==> config.mk <==
export PLATFORM = sky130hd
export DESIGN_NAME = icu_sequencer
export DESIGN_NICKNAME = d
export VERILOG_FILES = /design/src/rtl/icu_sequencer_pkg.sv /design/src/rtl/icu_sequencer_return_stack.sv /design/src/rtl/icu_sequencer.sv
export SDC_FILE = /design/constraint.sdc
export NUM_CORES = 1
export LEC_CHECK = 0
export BUFFER_PORTS_ARGS = -buffer_cell sky130_fd_sc_hd__buf_4
export CELL_PAD_IN_SITES_DETAIL_PLACEMENT = 0
export CELL_PAD_IN_SITES_GLOBAL_PLACEMENT = 1
export CORE_MARGIN = 8
export CORE_UTILIZATION = 49
export DETAILED_ROUTE_END_ITERATION = 8
export PLACE_DENSITY = 0.86
export SYNTH_ARGS = -nofsm -noshare
export SYNTH_HDL_FRONTEND = slang
export SYNTH_HIERARCHICAL = 1
export SYNTH_SLANG_ARGS = --single-unit
==> constraint.sdc <==
create_clock -name clk -period 5 [get_ports clk]
set_input_delay 0.25 -clock clk [delete_from_list [all_inputs] [get_ports clk]]
set_output_delay 0.25 -clock clk [all_outputs]
set_load 0.01 [all_outputs]
==> src/rtl/icu_sequencer_pkg.sv <==
// Shared definitions for the ICU program sequencer.
//   OPCODE_W      : width of an ICU opcode
//   instruction_t : ICU instruction set (4-bit opcodes)
//   seq_state_t   : sequencer control state (IDLE / RUN)
package icu_sequencer_pkg;

    localparam int OPCODE_W = 4;

    typedef enum logic [OPCODE_W-1:0] {
        NOPO = 4'h0,
        LD   = 4'h1,
        LDC  = 4'h2,
        AND  = 4'h3,
        ANDC = 4'h4,
        OR   = 4'h5,
        ORC  = 4'h6,
        XNOR = 4'h7,
        STO  = 4'h8,
        STOC = 4'h9,
        IEN  = 4'hA,
        OEN  = 4'hB,
        JMP  = 4'hC,
        RTN  = 4'hD,
        SKZ  = 4'hE,
        NOPF = 4'hF
    } instruction_t;

    typedef enum logic {
        IDLE = 1'b0,
        RUN  = 1'b1
    } seq_state_t;

endpackage

==> src/rtl/icu_sequencer_return_stack.sv <==
// Return-address LIFO for the ICU sequencer.
//   clk, rst   : clock, asynchronous active-high reset
//   clr        : synchronous flush (occupancy back to zero)
//   push, pop  : never asserted together; ignored when full / empty
//   push_data  : return address to store
//   top_data   : most recently pushed address (valid when !empty)
//   full/empty : occupancy == DEPTH / occupancy == 0
//   sp         : current occupancy
module icu_sequencer_return_stack #(
    parameter int AW    = 8,
    parameter int DEPTH = 4
) (
    input  logic                         clk,
    input  logic                         rst,
    input  logic                         clr,
    input  logic                         push,
    input  logic                         pop,
    input  logic [AW-1:0]                push_data,
    output logic [AW-1:0]                top_data,
    output logic                         full,
    output logic                         empty,
    output logic [$clog2(DEPTH+1)-1:0]   sp
);

    localparam int SPW = $clog2(DEPTH + 1);
    localparam int IW  = (DEPTH > 1) ? $clog2(DEPTH) : 1;

    logic [AW-1:0]  mem [DEPTH];
    logic [SPW-1:0] count;
    logic [IW-1:0]  top_idx;
    logic [IW-1:0]  wr_idx;

    assign full    = (count == SPW'(DEPTH));
    assign empty   = (count == '0);
    assign sp      = count;
    assign wr_idx  = IW'(count);
    assign top_idx = IW'(count - SPW'(1));
    assign top_data = mem[top_idx];

    // Storage has no reset: contents are meaningless until pushed.
    always_ff @(posedge clk) begin
        if (push && !full && !clr) begin
            mem[wr_idx] <= push_data;
        end
    end

    always_ff @(posedge clk or posedge rst) begin
        if (rst) begin
            count <= '0;
        end else if (clr) begin
            count <= '0;
        end else if (push && !full) begin
            count <= count + SPW'(1);
        end else if (pop && !empty) begin
            count <= count - SPW'(1);
        end
    end

endmodule

==> src/rtl/icu_sequencer.sv <==
// Program sequencer feeding the ICU instruction input from a program memory.
// Holds the PC, handles JMP (call) / RTN (return) / NOPF (optional halt)
// itself, and offers run / stop / single-step control.
//   clk, rst   : clock, asynchronous active-high reset
//   start      : reload PC with RESET_VECTOR, flush stack and error, run
//   cont       : run from the current PC
//   stop       : back to IDLE, PC held (wins over start/cont)
//   step       : in IDLE, execute one instruction
//   prog_addr  : program memory address (= PC)
//   prog_word  : {opcode, jump target} read combinationally at prog_addr
//   icu_i      : instruction presented to the ICU (NOPO when not executing)
//   running    : high in RUN
//   stack_err  : sticky stack overflow / underflow
//   sp         : return stack occupancy
module icu_sequencer
    import icu_sequencer_pkg::*;
#(
    parameter int            AW           = 8,
    parameter int            DEPTH        = 4,
    parameter logic [AW-1:0] RESET_VECTOR = '0,
    parameter bit            HALT_ON_NOPF = 1'b1
) (
    input  logic                         clk,
    input  logic                         rst,
    input  logic                         start,
    input  logic                         cont,
    input  logic                         stop,
    input  logic                         step,
    output logic [AW-1:0]                prog_addr,
    input  logic [OPCODE_W+AW-1:0]       prog_word,
    output instruction_t                 icu_i,
    output logic                         running,
    output logic                         stack_err,
    output logic [$clog2(DEPTH+1)-1:0]   sp
);

    seq_state_t   state;
    logic [AW-1:0] pc;
    logic [AW-1:0] pc_inc;
    logic [AW-1:0] tgt;
    logic [AW-1:0] top_data;
    instruction_t opcode;
    logic         err;
    logic         exec;
    logic         do_start;
    logic         push;
    logic         pop;
    logic         full;
    logic         empty;

    assign opcode   = instruction_t'(prog_word[OPCODE_W+AW-1:AW]);
    assign tgt      = prog_word[AW-1:0];
    assign pc_inc   = pc + AW'(1);

    // stop suppresses start entirely, so a start that loses to stop must
    // not reload the PC or flush the stack either.
    assign do_start = start && !stop;

    // The stop cycle in RUN does not execute; a step is only honoured in
    // IDLE when nothing else is requesting a transition.
    assign exec = ((state == RUN) && !stop) ||
                  ((state == IDLE) && step && !start && !cont);

    // A start in RUN overrides the instruction's effect on PC and stack.
    assign push = exec && !do_start && (opcode == JMP) && !full;
    assign pop  = exec && !do_start && (opcode == RTN) && !empty;

    assign icu_i     = exec ? opcode : NOPO;
    assign prog_addr = pc;
    assign running   = (state == RUN);
    assign stack_err = err;

    icu_sequencer_return_stack #(
        .AW    (AW),
        .DEPTH (DEPTH)
    ) u_stack (
        .clk       (clk),
        .rst       (rst),
        .clr       (do_start),
        .push      (push),
        .pop       (pop),
        .push_data (pc_inc),
        .top_data  (top_data),
        .full      (full),
        .empty     (empty),
        .sp        (sp)
    );

    // Control FSM, PC and sticky error. Overflowing JMP still jumps but
    // loses its return address; underflowing RTN falls through to PC+1.
    always_ff @(posedge clk or posedge rst) begin
        if (rst) begin
            state <= IDLE;
            pc    <= RESET_VECTOR;
            err   <= 1'b0;
        end else begin
            case (state)
                IDLE: begin
                    if (!stop && (start || cont)) begin
                        state <= RUN;
                    end
                end
                RUN: begin
                    if (stop || (exec && HALT_ON_NOPF && (opcode == NOPF))) begin
                        state <= IDLE;
                    end
                end
                default: state <= IDLE;
            endcase

            if (do_start) begin
                pc  <= RESET_VECTOR;
                err <= 1'b0;
            end else if (exec) begin
                case (opcode)
                    JMP: begin
                        pc <= tgt;
                        if (full) begin
                            err <= 1'b1;
                        end
                    end
                    RTN: begin
                        if (empty) begin
                            pc  <= pc_inc;
                            err <= 1'b1;
                        end else begin
                            pc <= top_data;
                        end
                    end
                    default: pc <= pc_inc;
                endcase
            end
        end
    end

endmodule
==> reports/metrics.cfg, run 1 <==
[run_status]
status=finished clean

[synth]
syn_area_per_cell_um2=12.8
synth_nets=204
synth_cell_type_count=48
synth-warning-count=6
synth_cells=180
async_flop_share_pct=28.9
ys_seq_elements=45
synth_edf_count=32
syn-cell-area_mm2=0.00230
ys_seq_area_share_pct=55.9
synth-main-ff-cell=edfxtp_1

[critical_path]
ff2ff_path_depth=7
worstPathArrival_ns=2.89
endpoint_kind=flip-flop
timing.rr.start=running
ff2ff_setup_slack_ns=2.07
reg2reg_to=u_stack/mem[0][6]
crit_fanout=9
path_class=flip-flop to flip-flop
critPathLaunchType=flip-flop
critPathRequiredTime_ns=4.96

[floorplan]
initial_core_util_pct=49.7
core_area_mm2=0.00463
die_w_um=84.5
std_cell_rows=25
die_area_mm2=0.00714
die_h_um=84.5
io_pins=35

[detailed_routing]
drc=0
drt_iter0_drc=111
vias=1630
firstDrtPassIters=4
ant_nets=0
routedWlPerCell_um=19.4
routed_wl_mm=5.29
via_per_inst=5.97

[grt]
track_usage_pct=15.2
grt_pass1_vias=1667
grt-ovfl-total=0
antenna_found_initial=0
grt_max_degree=16
grt_pass1_wl_mm=8.53

[power_and_ir_drop]
peakVddDrop_uv=255
cellLeakagePower_nw=1.05
p_int_mw=0.670
pwr-share-comb_pct=27.8
seq_power_share_pct=48.9
power_switching_mw=0.303
sw_frac_of_total_pct=31.2
power_frac_clock_pct=23.2
p_per_area_mw_per_mm2=360

[job]
maxCapViolations=0

[finish]
insertedDiodeCount=0
mostFrequentLayoutCells=buf_4, edfxtp_1, nand2_1, dfrtp_1, inv_1
layout.cells.most_common=buf_4
area_growth_pct=17.5
layout.nets=242
drive_gt1_share_pct=27.9
final_util_pct=58.4

[clock_network]
cts_buffers=5
cts-root-buf=clkbuf_8
cts.path.max_buffers=2
cts_tree=built
clock_sinks=45
clk_pin_slew_ns=0.09
h-tree-depth=2
clkLatencyLatePin_ns=0.30
post_cts.repair.setup_buffers=0

[worst_hold_path]
hold_depth=2
hold_end=running
min_from=stop
hold_path.class=input port to flip-flop

[timing]
hold_viol=0
finalCriticalPeriod_ns=2.93
fmax_mhz=341
period_share_pct=58.6
finClkSkew_ns=0.00791
rsz0062_at_grt=no
setup_violations=0
tns_ns=0
worstMarginPinSlew_ns=0.631
relSlewSlack_pct=57.9
drv_slew=0

[place]
numPortBuffers=34
dp_hpwl_mm=4.02
gp_congestion=0.850

-- cell families (layout without fill, tap and decap cells) --
family | after synthesis | count (layout) | share of synthesized area (%)
adders and majority gates | 6 | 6 | 3.26
and+or+nand+nor | 58 | 58 | 14.3
buffers and inverters | 15 | 54 | 2.72
AOI/OAI and AO/OA | 42 | 42 | 13.4
muxes | 9 | 9 | 8.49
xor gates and xnor gates | 5 | 5 | 1.90
DFF | 45 | 45 | 55.9
-- flip-flops by register name, summed over array words and instances, names as in the netlist --
name,count
u_stack/mem,32
prog_addr,8
u_stack/sp,3
running,1
stack_err,1
-- area by class of cell --
| class | count | area [um2] |
|---|---|---|
| clock inverter | 3 | 21.3 |
| sequential | 45 | 1290 |
| clock buffer | 5 | 68.8 |
| tap | 54 | 67.6 |
| multi-input combinational | 120 | 951 |
| timing repair buffer | 35 | 265 |
| fill | 386 | 1930 |
| inverter | 11 | 41.3 |
-- worst max-delay path by stage --
stage / startpoint / to
6_report: running / u_stack/mem[0][6]
2_1_floorplan: running / u_stack/mem[0][0]
4_1_cts: u_stack/sp[0] / u_stack/mem[0][0]
5_1_grt: u_stack/sp[0] / u_stack/mem[0][1]
3_3_place_gp: u_stack/sp[0] / u_stack/mem[0][5]
3_5_place_dp: u_stack/sp[0] / u_stack/mem[0][4]
-- worst max-delay path, stage by stage (launching register included) --
cell,delay (ns)
dfrtp_1,0.45
or4b_1,0.68
nand2_1,0.30
nand2_1,0.11
nor3_1,0.20
inv_1,0.12
nor3_2,0.30
and2_1,0.43
-- per-stage QoR --
step | setup slack [ns] | hold slack (ns) | power, mW | area, um2 | instances
2_1_floorplan | 2.59 | 0.00364 | 0.665 | 2300 | 180
3_3_place_gp | 2.25 | 0.138 | 0.748 | 2600 | 264
3_5_place_dp | 2.10 | 0.140 | 0.755 | 2600 | 264
4_1_cts | 2.09 | 0.118 | 0.985 | 2700 | 273
5_1_grt | 1.82 | 0.124 | 1.02 | 2700 | 273
6_report | 2.07 | 0.135 | 0.973 | 2700 | 273
-- synth_stat cells (2+ instances only) --
library cell,instances,area [um2]
nand2_1,13,48.8
ha_1,6,75.1
nor2_1,7,26.3
o21ai_0,9,45.0
and4_1,2,17.5
a31oi_1,4,25.0
o21a_1,3,22.5
and2_1,8,50.1
a32oi_1,2,17.5
o22ai_1,2,12.5
inv_1,11,41.3
or2b_1,2,15.0
buf_2,2,10.0
edfxtp_1,32,961
nor2b_1,2,12.5
a21oi_1,3,15.0
o21ai_1,3,15.0
a22oi_1,5,37.5
xnor2_1,3,26.3
xor2_1,2,17.5
or2_2,3,18.8
mux4_2,8,180
nand3_1,5,25.0
dfrtp_1,13,325
o211ai_1,2,15.0
nor3_1,4,20.0
a221oi_1,3,26.3
-- repair_timing --
item	CTS	global route
resized for setup	0	0
hold endpoints to repair	13	0
endpoints found under the setup margin	0	0
hold buffers	1	0
-- power by group through the flow --
stage / combinational [mW] / clock (mW) / sequential [mW]
2_1_floorplan: 0.197 / 0 / 0.468
5_1_grt: 0.293 / 0.246 / 0.482
6_report: 0.271 / 0.226 / 0.476
4_1_cts: 0.272 / 0.237 / 0.477
3_5_place_dp: 0.270 / 0 / 0.485
3_3_place_gp: 0.266 / 0 / 0.482
-- per-layer routing --
metal	part of all wire, %	routed length, um	up-vias	GRT usage, %
met5	0	0	-	0
met4	0.62	33	0	5.34
met3	5.6	298	4	5.07
met2	47	2500	54	22.8
met1	46	2450	811	19.9
li1	-	-	761	-
(Power assumes the default switching activity.)
==> run 2: changes to the inputs <==
- ABC_AREA: unset -> 1
- CORE_UTILIZATION: 49 -> 43
- PLACE_DENSITY: 0.86 -> 0.81
- clock period: 5 -> 2.83 ns (I/O delays scaled with it)
==> run 2 against run 1 <==
Effect of this change:
- clock power up 81%
- cell count is 45% higher
- sequential power increased by 70%
- critical path depth grew 2
- via count up 20%
- final area is 6.6% higher
- synthesized area grew 6.3%
- setup slack got worse by 1.6 ns
- hold slack worse by 0.0062 ns
==> reports/metrics.cfg, run 2 <==
[synth]
synth_top_area_share_pct=39.3  ; -2.5 points
yosysMostFrequentCell=nand2_1
ys_seq_area_share_pct=52.6  ; -3.3 points
synth_cells=281  ; +56%
synth-warning-count=6  ; unchanged
synth_top_area_cell=edfxtp_1
synthTopCellsByCount=nand2_1, nor2_1, inv_1
syn_area_per_cell_um2=8.70  ; -32%
synth_area_leaders=edfxtp_1, dfrtp_1, nand2_1
async_flop_share_pct=28.9  ; unchanged
ys_seq_elements=45  ; unchanged
synth_edf_count=32  ; unchanged
synth_nets=305  ; +50%
syn-cell-area_mm2=0.00244  ; +6.3%
synth-main-ff-cell=edfxtp_1
synth_cell_type_count=30  ; -38%

[critical_path]
crit_chain=inv_1, ha_1, nand2_2, inv_1, nor2_1, nand2_1, nor2_1, nand3_2, nor2_1
path_class=flip-flop to flip-flop
endpoint_kind=flip-flop
worstPathArrival_ns=2.31  ; -0.58 ns
critPathMaxStageDelay_ns=0.54  ; -0.14 ns
crit_fanout=8  ; -1
cpMostUsedCell=nor2_1
critPathLaunchType=flip-flop
crit_family=simple AND/OR/NAND/NOR gates
critPathRequiredTime_ns=2.77  ; -2.19 ns
cp_slowest_cell=nor2_1
critPathBufInv=2  ; +1

[grt]
grt_max_degree=21  ; +5
grt_pass1_vias=2041  ; +22%
grt_pass1_wl_mm=10.3  ; +21%
grt-ovfl-total=0  ; unchanged
antenna_found_initial=0  ; unchanged
track_usage_pct=15.4  ; +0.25 points

[detailed_routing]
via_per_inst=4.95  ; -17%
drc=0  ; unchanged
routed_wl_mm=6.16  ; +17%
ant_nets=0  ; unchanged
drt_iter0_drc=121  ; +9.0%
routedWlPerCell_um=15.6  ; -19%
vias=1954  ; +20%
firstDrtPassIters=4  ; unchanged

[finish]
stdcell_area_mm2=0.00288  ; +6.6%
nFillCells=520  ; +35%
largest_reg_flops=32  ; unchanged
drive_gt1_share_pct=20.7  ; -7.1 points
final_util_pct=52.3  ; -6.0 points
insertedDiodeCount=0  ; unchanged
layout.nets=346  ; +43%
stdcell_count=395  ; +45%
layout.cells.most_common=nand2_1
regMostFlops=u_stack/mem
mostFrequentLayoutCells=nand2_1, nor2_1, buf_4
area_growth_pct=17.9

[clock_network]
cts_buffers=5  ; unchanged
post_cts.repair.setup_buffers=0  ; unchanged
h-tree-depth=2  ; unchanged
cts_tree=built
cts-root-buf=clkbuf_8
clk_pin_slew_ns=0.09  ; about the same
clkLatencyLatePin_ns=0.30  ; about the same
clock_sinks=45  ; unchanged
cts.path.max_buffers=2  ; unchanged

[timing]
setup_ws_ns=0.461  ; -1.61 ns
finClkSkew_ns=0.00452  ; -0.00339 ns
setup_violations=0  ; unchanged
drv_slew=0  ; unchanged
relSlewSlack_pct=56.7  ; -1.2 points
worstMarginPinSlew_ns=0.647  ; +0.0159 ns
rsz0062_at_grt=no
tns_ns=0  ; unchanged
hold_viol=0  ; unchanged
period_share_pct=83.7  ; +25 points
fmax_mhz=422  ; +24%
finalCriticalPeriod_ns=2.37  ; -0.563 ns

[power_and_ir_drop]
cellLeakagePower_nw=1.30  ; +24%
p_per_area_mw_per_mm2=657  ; +82%
peakVddDrop_uv=363  ; +42%

[place]
dp_hpwl_mm=4.83  ; +20%
pre_cts_ws_ns=0.471  ; -1.63 ns
placed_cell_area_mm2=0.00278  ; +6.9%
placed_cells=386  ; +46%
numPortBuffers=34  ; unchanged
gp_congestion=0.877  ; +3.2%

[floorplan]
std_cell_rows=27  ; +8.0%
die_h_um=91.4  ; +8.1%
initial_core_util_pct=44.4  ; -5.3 points
core_area_mm2=0.00551  ; +19%
die_area_mm2=0.00835  ; +17%
die_w_um=91.4  ; +8.1%
io_pins=35  ; unchanged

[job]
maxCapViolations=0  ; unchanged

[run_status]
status=finished clean

[worst_hold_path]
hold_path.class=input port to flip-flop

[run 2: what timing repair did]
action,CTS,global route
hold buffers,1,0
resized for setup,0,0
endpoints found under the hold margin,13,0
[run 2: layout make-up]
type | instances | area (um2) | share of cell area, %
Multi-Input combinational cell | 193 | 983 | 34.1
Clock inverter | 3 | 21.3 | 0.738
Clock buffer | 5 | 68.8 | 2.39
Timing Repair Buffer | 37 | 280 | 9.73
Inverter | 40 | 150 | 5.21
Sequential cell | 45 | 1290 | 44.7
Tap cell | 72 | 90.1 | 3.13
[run 2: kinds of logic after synthesis]
logic type | count (synthesis) | synth area share, %
adders and majority gates | 6 | 3.07
AOI/OAI and AO/OA | 36 | 8.91
buffers and inverters | 43 | 7.12
and+or+nand+nor | 149 | 27.5
DFF | 45 | 52.6
xor gates and xnor gates | 2 | 0.717
[run 2: report_power, final]
group	switching [mW]	internal (mW)
Combinational	0.436	0.241
Sequential	0.0438	0.763
Clock	0.234	0.175
Total	0.714	1.18
[run 2: metal layers]
metal	vias to the layer above	global-route usage, %	share of wire [%]
li1	1000	-	-
met1	887	20.1	47
met2	57	24.3	47
met3	10	4.12	5.1
met4	0	4.77	1.2
met5	-	0	0
[run 2: worst paths after layout]
| check | to | from | cells after the start | slack, ns |
|---|---|---|---|---|
| max in group asynchronous | prog_addr[1] | rst | 3 | 2.11 |
| setup reg to reg | u_stack/mem[1][5] | u_stack/sp[1] | 9 | 0.46 |
| hold reg to reg | stack_err | stack_err | 2 | 0.53 |
| hold / removal | prog_addr[6] | prog_word[6] | 5 | 0.13 |
| setup / recovery | u_stack/mem[1][5] | u_stack/sp[1] | 9 | 0.46 |
| min in group asynchronous | u_stack/sp[2] | rst | 3 | 0.27 |
[run 2: tightest hold or removal path: stages]
cell and delay [ns]:
buf_4 0.08, nand2_1 0.04, nand2_1 0.05, nand2_1 0.04, nand2_1 0.05
[run 2: metrics by stage]
step,power (mW),hold WS [ns]
CTS,1.90,0.119
floorplan,1.24,-0.105
global placement,1.49,0.0370
detailed placement,1.49,0.0368
finish,1.89,0.129
global route,2.01,0.141
==> run 3: changes to the inputs <==
- clock period: 2.83 -> 2.4 ns (I/O delays scaled with it)
==> run 3 against run 2 <==
Effect of this change:
- clock power increased by 11%
- die area stayed put
- critical path type unchanged
- register-to-register slack got worse by 0.15 ns
- largest cell class unchanged
- power is 17% higher
- critical endpoint is now u_stack/mem[2][0]
- setup slack got worse by 0.15 ns
- highest routed layer unchanged
- routed wire length shrank 0.67%
- non-clock buffer count is 4 higher
==> reports/metrics.cfg, run 3 (synthesis gave the netlist of run 2 again) <==
[run_status]
status=finished clean

[floorplan]
std_cell_rows=27  ; unchanged
io_pins=35  ; unchanged
core_area_mm2=0.00551  ; unchanged
die_w_um=91.4  ; unchanged
initial_core_util_pct=44.4  ; unchanged
die_h_um=91.4  ; unchanged
die_area_mm2=0.00835  ; unchanged

[finish]
area_growth_pct=18.9
drive_gt1_share_pct=21.4  ; +0.66 points
mostFrequentLayoutCells=nand2_1, buf_4, nor2_1
insertedDiodeCount=0  ; unchanged
stdcell_count=399  ; +1.0%
stdcell_area_mm2=0.00291  ; +0.91%
largest_reg_flops=32  ; unchanged
regMostFlops=u_stack/mem
layout.nets=350  ; +1.2%
layout.cells.most_common=nand2_1
final_util_pct=52.8  ; +0.48 points
nFillCells=531  ; +2.1%

[clock_network]
cts_buffers=5  ; unchanged
clk_pin_slew_ns=0.09  ; about the same
post_cts_resized=0  ; unchanged
clock_sinks=45  ; unchanged
clkLatencyLatePin_ns=0.30  ; about the same
h-tree-depth=2  ; unchanged
cts_hold_buf=1  ; unchanged
post_cts.repair.setup_buffers=0  ; unchanged
cts-root-buf=clkbuf_8
cts_tree=built
cts.path.max_buffers=2  ; unchanged

[grt]
grt_pass1_wl_mm=9.95  ; -3.4%
antenna_found_initial=0  ; unchanged
grt_pass1_vias=1937  ; -5.1%
grt-ovfl-total=0  ; unchanged
track_usage_pct=15.4  ; -0.096 points
grt_max_degree=21  ; unchanged

[timing]
relSlewSlack_pct=63.7  ; +7.0 points
worstMarginPinSlew_ns=0.542  ; -0.105 ns
drv_slew=0  ; unchanged
setup_ws_ns=0.310  ; -0.151 ns
fmax_mhz=478  ; +13%
hold_slack_ns=0.104  ; -0.0251 ns
tns_ns=0  ; unchanged
finalCriticalPeriod_ns=2.09  ; -0.279 ns
finClkSkew_ns=0.00791  ; +0.00339 ns
period_share_pct=87.1  ; +3.4 points
setup_violations=0  ; unchanged
hold_viol=0  ; unchanged
rsz0062_at_grt=no

[detailed_routing]
routedWlPerCell_um=15.3  ; -1.7%
vias=1975  ; +1.1%
firstDrtPassIters=4  ; unchanged
drc=0  ; unchanged
ant_nets=0  ; unchanged
routed_wl_mm=6.12  ; -0.67%
via_per_inst=4.95  ; about the same
drt_iter0_drc=121  ; unchanged

[power_and_ir_drop]
p_per_area_mw_per_mm2=759  ; +15%
total_power_mw=2.21  ; +17%
cellLeakagePower_nw=1.33  ; +1.8%
peakVddDrop_uv=353  ; -2.7%

[critical_path]
endpoint_kind=flip-flop
ff2ff_setup_slack_ns=0.31  ; -0.15 ns
crit_fanout=8  ; unchanged
path_class=flip-flop to flip-flop
worstPathArrival_ns=2.10  ; -0.21 ns
critPathLaunchType=flip-flop
critPathRequiredTime_ns=2.41  ; -0.36 ns

[place]
gp_congestion=0.811  ; -7.5%
placed_cells=390  ; +1.0%
placed_cell_area_mm2=0.00281  ; +1.1%
pre_cts_ws_ns=0.328  ; -0.142 ns
numPortBuffers=34  ; unchanged
dp_hpwl_mm=4.73  ; -2.1%

[worst_hold_path]
hold_path.class=input port to flip-flop

[job]
maxCapViolations=0  ; unchanged

==> run 3: changes by cell type in the layout (fill, tap and decap cells not counted), sizes merged <==
cell / previous run / this run
clkinvlp: 1 / 0
clkinv: 2 / 4
inv: 40 / 39
buf: 36 / 40
==> run 3: final timing paths <==
check	from	endpoint	depth (start not counted)
setup / recovery	u_stack/sp[1]	u_stack/mem[2][0]	10
hold / removal	prog_word[6]	prog_addr[6]	5
setup reg to reg	u_stack/sp[1]	u_stack/mem[2][0]	10
hold reg to reg	stack_err	stack_err	2
max in group asynchronous	rst	prog_addr[3]	3
min in group asynchronous	rst	u_stack/sp[2]	3
==> run 3: layer usage <==
metal,GRT usage (%),share of wire [%]
met4,5.59,2.1
met5,0,0
met3,3.70,5.1
met2,23.2,46
met1,20.8,47
==> run 3: worst max-delay path, stage by stage (launching register included) <==
cell and delay [ns]:
dfrtp_1 0.40, inv_1 0.11, ha_1 0.25, nand2_2 0.11
inv_1 0.04, nor2_1 0.10, nand2_1 0.07, nor2_1 0.20
nand3_2 0.19, nor2_1 0.15, buf_4 0.18
==> run 3: layout make-up <==
cell class	count	area, um2	area share [%]
inverter	40	150	5.17
clock buffer	5	68.8	2.37
tap	72	90.1	3.10
clock inverter	3	17.5	0.603
sequential	45	1290	44.3
multi-input combinational	193	983	33.8
timing repair buffer	41	310	10.7
==> run 3: power breakdown <==
part | switching [mW] | internal [mW]
Sequential | 0.0535 | 0.900
Clock | 0.255 | 0.201
Combinational | 0.513 | 0.284
Total | 0.821 | 1.38
